<file path="config.mk">
export PLATFORM = sky130hd
export DESIGN_NAME = fix_field_tokenizer
export DESIGN_NICKNAME = d
export VERILOG_FILES = /design/src/rtl/fix_pkg.sv /design/src/rtl/fix_field_fifo.sv /design/src/rtl/fix_field_tokenizer.sv
export SDC_FILE = /design/constraint.sdc
export NUM_CORES = 2
export LEC_CHECK = 0
export BUFFER_PORTS_ARGS = -buffer_cell sky130_fd_sc_hd__buf_2
export CAP_MARGIN = 0
export CORE_MARGIN = 5
export CORE_UTILIZATION = 60
export CTS_CLUSTER_DIAMETER = 40
export CTS_CLUSTER_SIZE = 12
export DETAILED_ROUTE_END_ITERATION = 10
export GPL_ROUTABILITY_DRIVEN = 0
export PLACE_DENSITY = 0.76
export REMOVE_ABC_BUFFERS = 1
export SKIP_CTS_REPAIR_TIMING = 1
export SYNTH_ARGS = -nofsm -noshare
export SYNTH_HDL_FRONTEND = slang
export SYNTH_SLANG_ARGS = --single-unit
</file>
<file path="constraint.sdc">
create_clock -name clk -period 31 [get_ports clk]
set_input_delay 6.2 -clock clk [delete_from_list [all_inputs] [get_ports clk]]
set_output_delay 6.2 -clock clk [all_outputs]
set_load 0.05 [all_outputs]
</file>
<file path="src/rtl/fix_pkg.sv">
// fix_pkg: shared constants, state type and byte helpers
// for the FIX field tokenizer.
package fix_pkg;

  localparam logic [7:0]  FIX_SOH          = 8'h01;
  localparam logic [7:0]  FIX_EQ           = 8'h3D;
  localparam logic [7:0]  FIX_TAG_BEGIN    = 8'h38;
  localparam logic [15:0] FIX_TAG_CHECKSUM = 16'h3130;

  typedef enum logic [1:0] {
    ST_IDLE,
    ST_TAG,
    ST_VALUE,
    ST_DISCARD
  } fix_tok_state_e;

  function automatic logic fix_is_digit(input logic [7:0] b);
    return (b >= 8'h30) && (b <= 8'h39);
  endfunction

endpackage

</file>
<file path="src/rtl/fix_field_fifo.sv">
// fix_field_fifo: synchronous FIFO for tokenised fields,
// wrap-bit pointers give the full/empty flags.
module fix_field_fifo #(
  parameter int WIDTH = 8,
  parameter int DEPTH = 8
) (
  input  logic             clk,
  input  logic             rst,
  input  logic             push_i,
  input  logic [WIDTH-1:0] data_i,
  input  logic             pop_i,
  output logic [WIDTH-1:0] data_o,
  output logic             full_o,
  output logic             empty_o
);

  localparam int AW = $clog2(DEPTH);
  localparam logic [AW:0] ONE = {{AW{1'b0}}, 1'b1};

  logic [WIDTH-1:0] mem_q [DEPTH];
  logic [AW:0]      wr_q, wr_d;
  logic [AW:0]      rd_q, rd_d;
  logic             do_push;
  logic             do_pop;

  assign empty_o = (wr_q == rd_q);
  assign full_o  = (wr_q[AW] != rd_q[AW]) &&
                   (wr_q[AW-1:0] == rd_q[AW-1:0]);
  assign do_push = push_i && !full_o;
  assign do_pop  = pop_i && !empty_o;
  assign data_o  = mem_q[rd_q[AW-1:0]];

  // Pointer advance on push/pop.
  always_comb begin
    wr_d = wr_q;
    rd_d = rd_q;
    if (do_push) wr_d = wr_q + ONE;
    if (do_pop)  rd_d = rd_q + ONE;
  end

  // Pointer registers.
  always_ff @(posedge clk or posedge rst) begin
    if (rst) begin
      wr_q <= '0;
      rd_q <= '0;
    end else begin
      wr_q <= wr_d;
      rd_q <= rd_d;
    end
  end

  // Storage array; contents are qualified by the pointers.
  always_ff @(posedge clk) begin
    if (do_push) mem_q[wr_q[AW-1:0]] <= data_i;
  end

endmodule

</file>
<file path="src/rtl/fix_field_tokenizer.sv">
// fix_field_tokenizer: splits a FIX byte stream into tag=value fields.
// Checksum tracking is built only when FIX_CHECKSUM_EN is defined.
module fix_field_tokenizer
  import fix_pkg::*;
#(
  parameter int TAG_BYTES   = 4,
  parameter int VALUE_BYTES = 32,
  parameter int FIFO_DEPTH  = 8
) (
  input  logic                               clk,
  input  logic                               rst,
  input  logic [7:0]                         data_i,
  input  logic                               data_valid_i,
  output logic                               data_ready_o,
  output logic [8*TAG_BYTES-1:0]             field_tag_o,
  output logic [8*VALUE_BYTES-1:0]           field_value_o,
  output logic [$clog2(VALUE_BYTES+1)-1:0]   field_len_o,
  output logic                               field_sof_o,
  output logic                               field_eom_o,
  output logic                               field_valid_o,
  input  logic                               field_ready_i,
  output logic                               error_o,
  output logic [7:0]                         checksum_o,
  output logic                               checksum_valid_o,
  output logic                               checksum_ok_o
);

  localparam int TW  = 8 * TAG_BYTES;
  localparam int VW  = 8 * VALUE_BYTES;
  localparam int LW  = $clog2(VALUE_BYTES + 1);
  localparam int TLW = $clog2(TAG_BYTES + 1);
  localparam int EW  = TW + VW + LW + 2;

  fix_tok_state_e state_q, state_d;
  logic [TW-1:0]  tag_q, tag_d;
  logic [TLW-1:0] tlen_q, tlen_d;
  logic [VW-1:0]  val_q, val_d;
  logic [LW-1:0]  vlen_q, vlen_d;
  logic           err_q, err_d;
  logic           push;
  logic           acc;
  logic           full;
  logic           empty;
  logic [EW-1:0]  head;
  logic           is_dig, is_eq, is_soh;
  logic           tag_is_8, tag_is_10;

  assign acc       = data_valid_i && !full;
  assign is_dig    = fix_is_digit(data_i);
  assign is_eq     = (data_i == FIX_EQ);
  assign is_soh    = (data_i == FIX_SOH);
  assign tag_is_8  = (tag_q == TW'(FIX_TAG_BEGIN));
  assign tag_is_10 = (tag_q == TW'(FIX_TAG_CHECKSUM));

  // Field tokenizer: classifies each accepted byte.
  always_comb begin
    state_d = state_q;
    tag_d   = tag_q;
    tlen_d  = tlen_q;
    val_d   = val_q;
    vlen_d  = vlen_q;
    err_d   = 1'b0;
    push    = 1'b0;
    if (acc) begin
      unique case (state_q)
        ST_IDLE: begin
          if (is_dig) begin
            state_d = ST_TAG;
            tag_d   = TW'(data_i);
            tlen_d  = TLW'(1);
          end else if (!is_soh) begin
            state_d = ST_DISCARD;
            err_d   = 1'b1;
          end
        end
        ST_TAG: begin
          unique case (1'b1)
            is_dig: begin
              if (tlen_q == TLW'(TAG_BYTES)) begin
                state_d = ST_DISCARD;
                err_d   = 1'b1;
              end else begin
                tag_d  = {tag_q[TW-9:0], data_i};
                tlen_d = tlen_q + TLW'(1);
              end
            end
            is_eq: begin
              if (tlen_q != '0) begin
                state_d = ST_VALUE;
                val_d   = '0;
                vlen_d  = '0;
              end else begin
                state_d = ST_DISCARD;
                err_d   = 1'b1;
              end
            end
            is_soh: begin
              err_d  = 1'b1;
              tag_d  = '0;
              tlen_d = '0;
            end
            default: begin
              state_d = ST_DISCARD;
              err_d   = 1'b1;
            end
          endcase
        end
        ST_VALUE: begin
          if (is_soh) begin
            push    = 1'b1;
            tag_d   = '0;
            tlen_d  = '0;
            state_d = tag_is_10 ? ST_IDLE : ST_TAG;
          end else if (vlen_q == LW'(VALUE_BYTES)) begin
            state_d = ST_DISCARD;
            err_d   = 1'b1;
          end else begin
            val_d  = {val_q[VW-9:0], data_i};
            vlen_d = vlen_q + LW'(1);
          end
        end
        ST_DISCARD: begin
          if (is_soh) begin
            state_d = ST_TAG;
            tag_d   = '0;
            tlen_d  = '0;
          end
        end
        default: state_d = ST_IDLE;
      endcase
    end
  end

  // Tokenizer state registers.
  always_ff @(posedge clk or posedge rst) begin
    if (rst) begin
      state_q <= ST_IDLE;
      tag_q   <= '0;
      tlen_q  <= '0;
      val_q   <= '0;
      vlen_q  <= '0;
      err_q   <= 1'b0;
    end else begin
      state_q <= state_d;
      tag_q   <= tag_d;
      tlen_q  <= tlen_d;
      val_q   <= val_d;
      vlen_q  <= vlen_d;
      err_q   <= err_d;
    end
  end

  fix_field_fifo #(
    .WIDTH (EW),
    .DEPTH (FIFO_DEPTH)
  ) u_fifo (
    .clk     (clk),
    .rst     (rst),
    .push_i  (push),
    .data_i  ({tag_q, val_q, vlen_q, tag_is_8, tag_is_10}),
    .pop_i   (field_ready_i),
    .data_o  (head),
    .full_o  (full),
    .empty_o (empty)
  );

  assign data_ready_o  = !full;
  assign field_valid_o = !empty;
  assign error_o       = err_q;
  assign {field_tag_o, field_value_o, field_len_o,
          field_sof_o, field_eom_o} = empty ? '0 : head;

`ifdef FIX_CHECKSUM_EN
  logic [7:0] sum_q, sum_d;
  logic [7:0] fss_q, fss_d;
  logic [7:0] calc_q, calc_d;
  logic [7:0] cks_q, cks_d;
  logic       ok_q, ok_d;
  logic       cv_q, cv_d;
  logic [9:0] dec;
  logic       dec_ok;

  assign dec = 10'(val_q[19:16]) * 10'd100 +
               10'(val_q[11:8]) * 10'd10 +
               10'(val_q[3:0]);
  assign dec_ok = (vlen_q == LW'(3)) &&
                  fix_is_digit(val_q[23:16]) &&
                  fix_is_digit(val_q[15:8]) &&
                  fix_is_digit(val_q[7:0]);

  // Running message sum, field-start snapshot and tag-10 verdict.
  always_comb begin
    sum_d  = sum_q;
    fss_d  = fss_q;
    calc_d = calc_q;
    cks_d  = cks_q;
    ok_d   = ok_q;
    cv_d   = 1'b0;
    if (acc) begin
      if (!(state_q == ST_IDLE && is_soh)) sum_d = sum_q + data_i;
      if (is_dig && (state_q == ST_IDLE ||
                     (state_q == ST_TAG && tlen_q == '0)))
        fss_d = sum_q;
      if (state_q == ST_TAG && is_eq && tag_is_8)
        sum_d = sum_q + data_i - fss_q;
      if (state_q == ST_TAG && is_eq && tag_is_10)
        calc_d = fss_q;
      if (state_q == ST_VALUE && is_soh && tag_is_10) begin
        cks_d = calc_q;
        ok_d  = dec_ok && (dec == {2'b00, calc_q});
        cv_d  = 1'b1;
        sum_d = '0;
      end
    end
  end

  // Checksum registers.
  always_ff @(posedge clk or posedge rst) begin
    if (rst) begin
      sum_q  <= '0;
      fss_q  <= '0;
      calc_q <= '0;
      cks_q  <= '0;
      ok_q   <= 1'b0;
      cv_q   <= 1'b0;
    end else begin
      sum_q  <= sum_d;
      fss_q  <= fss_d;
      calc_q <= calc_d;
      cks_q  <= cks_d;
      ok_q   <= ok_d;
      cv_q   <= cv_d;
    end
  end

  assign checksum_o       = cks_q;
  assign checksum_ok_o    = ok_q;
  assign checksum_valid_o = cv_q;
`else
  assign checksum_o       = '0;
  assign checksum_ok_o    = 1'b0;
  assign checksum_valid_o = 1'b0;
`endif

endmodule

</file>
==> After elaboration in Yosys (flattened, before gate mapping) <==
Memories as Yosys holds them, arrays and structs flattened.
Cells that the tools add are included.
{ "totals": {"ff_bits": 308, "mem_count": 1, "input_bits": 12, "ram_bits": 2368, "elab_cells": 99} }
{ "memory_table": {"columns": ["name", "words", "width", "rd", "rd_ports_with_merged_regs", "wr", "line", "text"], "rows": [
  ["u_fifo.mem_q", 8, 296, 1, 0, 1, "fix_field_fifo.sv:20", "logic [WIDTH-1:0] mem_q [DEPTH];"]
]} }
{ "classes": {"eq_ne": 25, "n_reduce_logical": 14, "n_addsub": 4, "mux": 45, "order_cmp": 2} }
{ "ops": {"columns": ["operator", "n"], "rows": [
  ["256-bit 2-to-1 mux", 4],
  ["256-bit one-hot mux with 2 select lines", 1],
  ["296-bit 2-to-1 mux", 1],
  ["32-bit 2-to-1 mux", 3],
  ["32-bit one-hot mux with 3 select lines", 1],
  ["32-bit one-hot mux with 2 select lines", 1],
  ["32-bit by 14-bit == test with 1-bit output, second input constant", 1],
  ["32-bit by 6-bit == test with 1-bit output, second input constant", 1],
  ["6-bit 2-to-1 mux", 4],
  ["3-bit inequality test, second input constant", 5],
  ["1-bit 2-to-1 mux", 14],
  ["2-bit inequality test, second input constant", 7],
  ["2-bit 2-to-1 mux", 6],
  ["6-bit one-hot mux with 2 select lines", 1],
  ["6-bit AND reduction", 2],
  ["3-bit 2-to-1 mux", 3],
  ["3-bit one-hot mux with 3 select lines", 1],
  ["4-bit by 1-bit adder with 4-bit output, second input constant", 2],
  ["8-bit by 1-bit == test with 1-bit output, second input constant", 1],
  ["8-bit by 6-bit == test with 1-bit output, second input constant", 1],
  ["8-bit by 6-bit >= comparator with 1-bit output, second input constant", 1],
  ["8-bit by 6-bit <= comparator with 1-bit output, second input constant", 1],
  ["2-bit one-hot mux with 4 select lines", 1],
  ["6-bit by 1-bit adder with 6-bit output, second input constant", 1],
  ["other kinds (20)", 26]
]} }

==> Logic depth before layout (Yosys ltp) <==
{ "depth": {"ltp_word": 8, "ltp_mapped": 10} }

==> Cells and area by module <==
Synthesis repeated with hierarchy kept, for this count alone.
{ "unflattened": {"hier_cells": 5177, "area_unflattened_um2": 105815.2} }
{ "modules_own_cells": {"columns": ["module", "n_inst", "area_per_inst_um2", "cells_per_inst", "seq_area_each_um2"], "rows": [
  ["fix_field_fifo", 1, 89402.0, 3480, 71308.4],
  ["fix_field_tokenizer", 1, 16413.2, 1697, 7507.2]
]} }

==> Worst setup path before layout <==
OpenSTA, ideal clock, no wires.
{ "synth_timing": {"path_type": "input -> register", "startpoint": "in data_i[7]", "endpoint": "mem u_fifo.mem_q[0][0] (netlist name), enable pin", "arrival_time_ps": 27283, "path_stages": 5, "required_ps": 29682, "setup_time_ps": 1318, "slack_ps": 2399, "cell_sequence": "nor4b_1 nand2_1 nor3_1 nand2b_1 nor3_1"} }
{ "synth_between": {"elab_chain_len": 7} }
{ "synth_lines": {"columns": ["element", "line", "text"], "rows": [
  ["from (decl)", "fix_field_tokenizer.sv:12", "input logic [7:0] data_i,"],
  ["8-bit by 1-bit == test with 1-bit output", "fix_field_tokenizer.sv:51", "assign is_soh = (data_i == FIX_SOH);"],
  ["1-bit 2-to-1 mux", "fix_field_tokenizer.sv:109", "if (is_soh) begin"],
  ["1-bit 2-to-1 mux", "fix_field_tokenizer.sv:65", "unique case (state_q)"],
  ["1-bit 2-to-1 mux", "fix_field_tokenizer.sv:64", "if (acc) begin"],
  ["1-bit logical AND", "fix_field_fifo.sv:29", "assign do_push = push_i && !full_o;"],
  ["1-bit 2-to-1 mux", "fix_field_fifo.sv:54", "if (do_push) mem_q[wr_q[AW-1:0]] <= data_i;"],
  ["1-bit 2-to-1 mux (not written as such)", "fix_field_fifo.sv:54", null],
  ["to (decl)", "fix_field_fifo.sv:20", null]
]} }
Every way passes these cells.

==> Final worst setup path <==
{ "layout_timing": {"startpoint": "reg u_fifo.rd_q[0]", "endpoint": "out field_value_o[114]"} }
{ "layout_between": {"elab_chain_len": 2} }
{ "layout_lines": {"columns": ["element", "line", "text"], "rows": [
  ["from (decl)", "fix_field_fifo.sv:22", "logic [AW:0] rd_q, rd_d;"],
  ["from (signal assigned)", "fix_field_fifo.sv:48", "rd_q <= rd_d;"],
  ["memory 8 x 296 bit or 4-bit == test (tied branches)", null, null],
  ["296-bit 2-to-1 mux *", "fix_field_tokenizer.sv:171", "field_sof_o, field_eom_o} = empty ? '0 : head;"],
  ["to (decl)", "fix_field_tokenizer.sv:16", "output logic [8*VALUE_BYTES-1:0] field_value_o,"]
]} }
Every way passes the cells marked *; elsewhere a longest branch is shown, timed or not.

==> results.yml <==
clock_network:
  clk_latency_ns: 0.91
  clock_path_buffers: 4
  cts_root_buffer: "clkbuf_16"
  cts_sinks: 2676
  htreeDepth: 5
  path_clk_slew_ns: 0.06
  cts_made_buffers: 331
  tritoncts: "yes"
setup_path:
  crit_fanout: 120
  slowest_stage: "buf_4"
  rrSetupSlack_ns: 24.63
  slowest_delay_ns: 0.91
  startpoint: "u_fifo.rd_q[0]"
  worst-path-buf-inv: 5
  endpoint_kind: "output pin"
  worstPathRequired_ns: 24.80
  critPathLaunchType: "register"
  critPathArrivalTime_ns: 6.60
  path_cells: "buf_4, buf_4, buf_4, buf_12, mux4_2, mux2i_1, nor2_1, buf_2"
  reg2reg_from: "u_fifo.rd_q[2]"
  critical-path-top-delay-family: "buffers and inverters"
  worst_path_most_repeated_cell: "buf_4"
  crit_type: "register to output pin"
global_routing:
  antenna_found_initial: 3
  grt_pass1_vias: 53400
  grt-ovfl-total: 0
  gr-usage-all-layers_pct: 25.2
  met3_usage_pct: 4.01
  grtUsageMet1_pct: 35.8
  grt_max_degree: 193
  grt_pass1_wl_mm: 339
  grt_util_met2_pct: 41.4
  top_usage_layer: "met2"
timing:
  setup_tns_ns: 0
  skew_ns: 0.0448
  final_hold_viol_count: 0
  max_slew.worst_pin.slew_ns: 1.41
  slew_headroom_pct: 5.13
  finalMaxSlewViolations: 0
  finalCritPeriodShare_pct: 41.3
  setup_viol: 0
  setup_ws_ns: 18.20
  rsz0062_at_grt: "false"
  post-route-min-period_ns: 12.80
  clock.fmax_mhz: 78.1
  hold_slack_ns: 0.519
floorplan:
  io_pins: 321
  num_rows: 151
  die-area_um2: 178000
  die_h_um: 422
  start_util_pct: 60.3
  core_um2: 169000
  dieWidth_um: 422
synthesis:
  yosysWarnings: 0
  synthCells: 5167
  synth_area_leaders: "edfxtp_1, mux4_2, dfrtp_1"
  synth_area_leader_cell: "edfxtp_1"
  syn-cell-area_um2: 102000
  ys_seq_area_share_pct: 77.3
  synthArstFlopShare_pct: 11.5
  yosys_register_bits: 2676
  synth_edf_count: 2368
  ys_types: 47
  synth_top_area_share_pct: 69.7
  synthFlopType: "edfxtp_1"
  avgSynthCellArea_um2: 19.7
drt:
  vias: 50800
  drt_wl_total_mm: 223
  drtAntennaViolNets: 0
  first_pass_iters: 5
  via_per_inst: 6.30
  drtIter0Drc: 5475
  drc: 0
  wl_per_cell_um: 27.6
power:
  peakVddDrop_uv: 123
  pwr_density_cell_nw_per_um2: 103
  leakage_nw: 39.9
status:
  status: "finished clean"
placement:
  dp_hpwl_mm: 109
  place.port_buffers: 310
  post-place-ws_ns: 18.95
hold_path:
  worstHoldStart: "tlen_q[1]"
  hold_class: "register to register"
cells_and_area:
  drive_gt1_share_pct: 25.6
  syn2layout_area_growth_pct: 14.3
  final_nets: 5617
run:
  drv_cap: 0
==> sequential cells by signal, summed over array words and instances, names as in the netlist <==
| name | count |
|---|---|
| tlen_q | 3 |
| state_q | 2 |
| u_fifo.wr_q | 4 |
| error_o | 1 |
| u_fifo.mem_q | 2368 |
| val_q | 256 |
| tag_q | 32 |
| vlen_q | 6 |
| u_fifo.rd_q | 4 |
==> layout by cell type, fill, tap and decap left out, drive strengths merged, types with 9 or more instances in the layout <==
cell type	netlist	routed
nand2	584	584
nor4	9	9
dfrtp	308	308
mux4	592	592
o21ai	295	295
clkinv	0	58
buf	129	396
nor2	313	313
clkinvlp	0	28
clkbuf	177	441
edfxtp	2368	2368
bufinv	0	26
inv	9	34
conb	1	10
nand3	14	14
mux2i	296	296
==> stage by stage <==
stage / utilization, % / area, um2 / power [mW] / cells
after global placement: 62.6 / 106000 / 8.40 / 7484
final: 68.9 / 117000 / 12.0 / 8063
after floorplan: - / 101000 / 9.05 / 4870
after detailed placement: 62.6 / 106000 / 8.44 / 7484
after global routing: 68.9 / 117000 / 12.5 / 8062
after CTS: 68.9 / 117000 / 12.2 / 8062
==> layout make-up <==
| type | count | area [um2] |
|---|---|---|
| clock buffer | 441 | 9050 |
| fill | 10200 | 52700 |
| timing repair buffer | 396 | 2330 |
| tap | 2218 | 2780 |
| antenna | 1 | 2.50 |
| inverter | 9 | 41.3 |
| sequential | 2676 | 78800 |
| multi-input combinational | 2185 | 22000 |
| clock inverter | 137 | 1580 |
==> cell usage after synthesis, types with 2 or more instances <==
library cell  number
xnor2_1            6
xor2_1             6
buf_1             38
nor2_1           313
ha_1               6
dfrtp_1          308
nor4_1             8
o21ai_0          295
a21oi_1            6
a21o_1             3
and3_1             3
buf_2             80
nand2b_1           6
nand2_1          584
nand4_1            5
edfxtp_1        2368
nor3_1             5
inv_1              9
clkbuf_1         177
buf_4             10
nand4b_1           2
mux4_2           592
a31oi_1            2
mux2_2             2
mux2i_1          296
nand3_1           14
and2_1             3
==> report_power, final <==
group	switching (mW)	total (mW)	internal (mW)
Sequential	0.335	4.61	4.28
Combinational	2.54	3.73	1.19
Clock	1.42	3.70	2.27
==> tightest hold or removal path: cells and delay by family, from the launching register on <==
| kind | cells | cell delay (ns) |
|---|---|---|
| AO/OA/AOI/OAI | 1 | 0.06 |
| AND/OR/NAND/NOR | 1 | 0.05 |
| flip-flops | 1 | 0.37 |
==> metal layers <==
| layer | part of all wire [%] | wire [um] |
|---|---|---|
| met1 | 40 | 88700 |
| met2 | 50 | 112000 |
| met3 | 7.0 | 15600 |
| met4 | 2.9 | 6490 |
| met5 | 0.023 | 52 |
==> path summary, 6_finish.rpt <==
path / to / cells past startpoint
max: field_value_o[114] / 8
min: tlen_q[1] / 2
max reg2reg: u_fifo.mem_q[4][196] / 8
min reg2reg: tlen_q[1] / 2
max in group asynchronous: val_q[220] / 4
min in group asynchronous: val_q[118] / 2
==> logic make-up after synthesis <==
logic type | count (synthesis) | share of synthesized area (%)
simple gates | 951 | 3.66
buf+inv | 315 | 1.30
flops | 2676 | 77.3
mux | 890 | 16.0
fa+ha+maj | 6 | 0.0736
xor+xnor | 12 | 0.103
other cells | 1 | 0.00368
compound gates | 316 | 1.61
No activity file was read; power rests on OpenSTA's default activity.
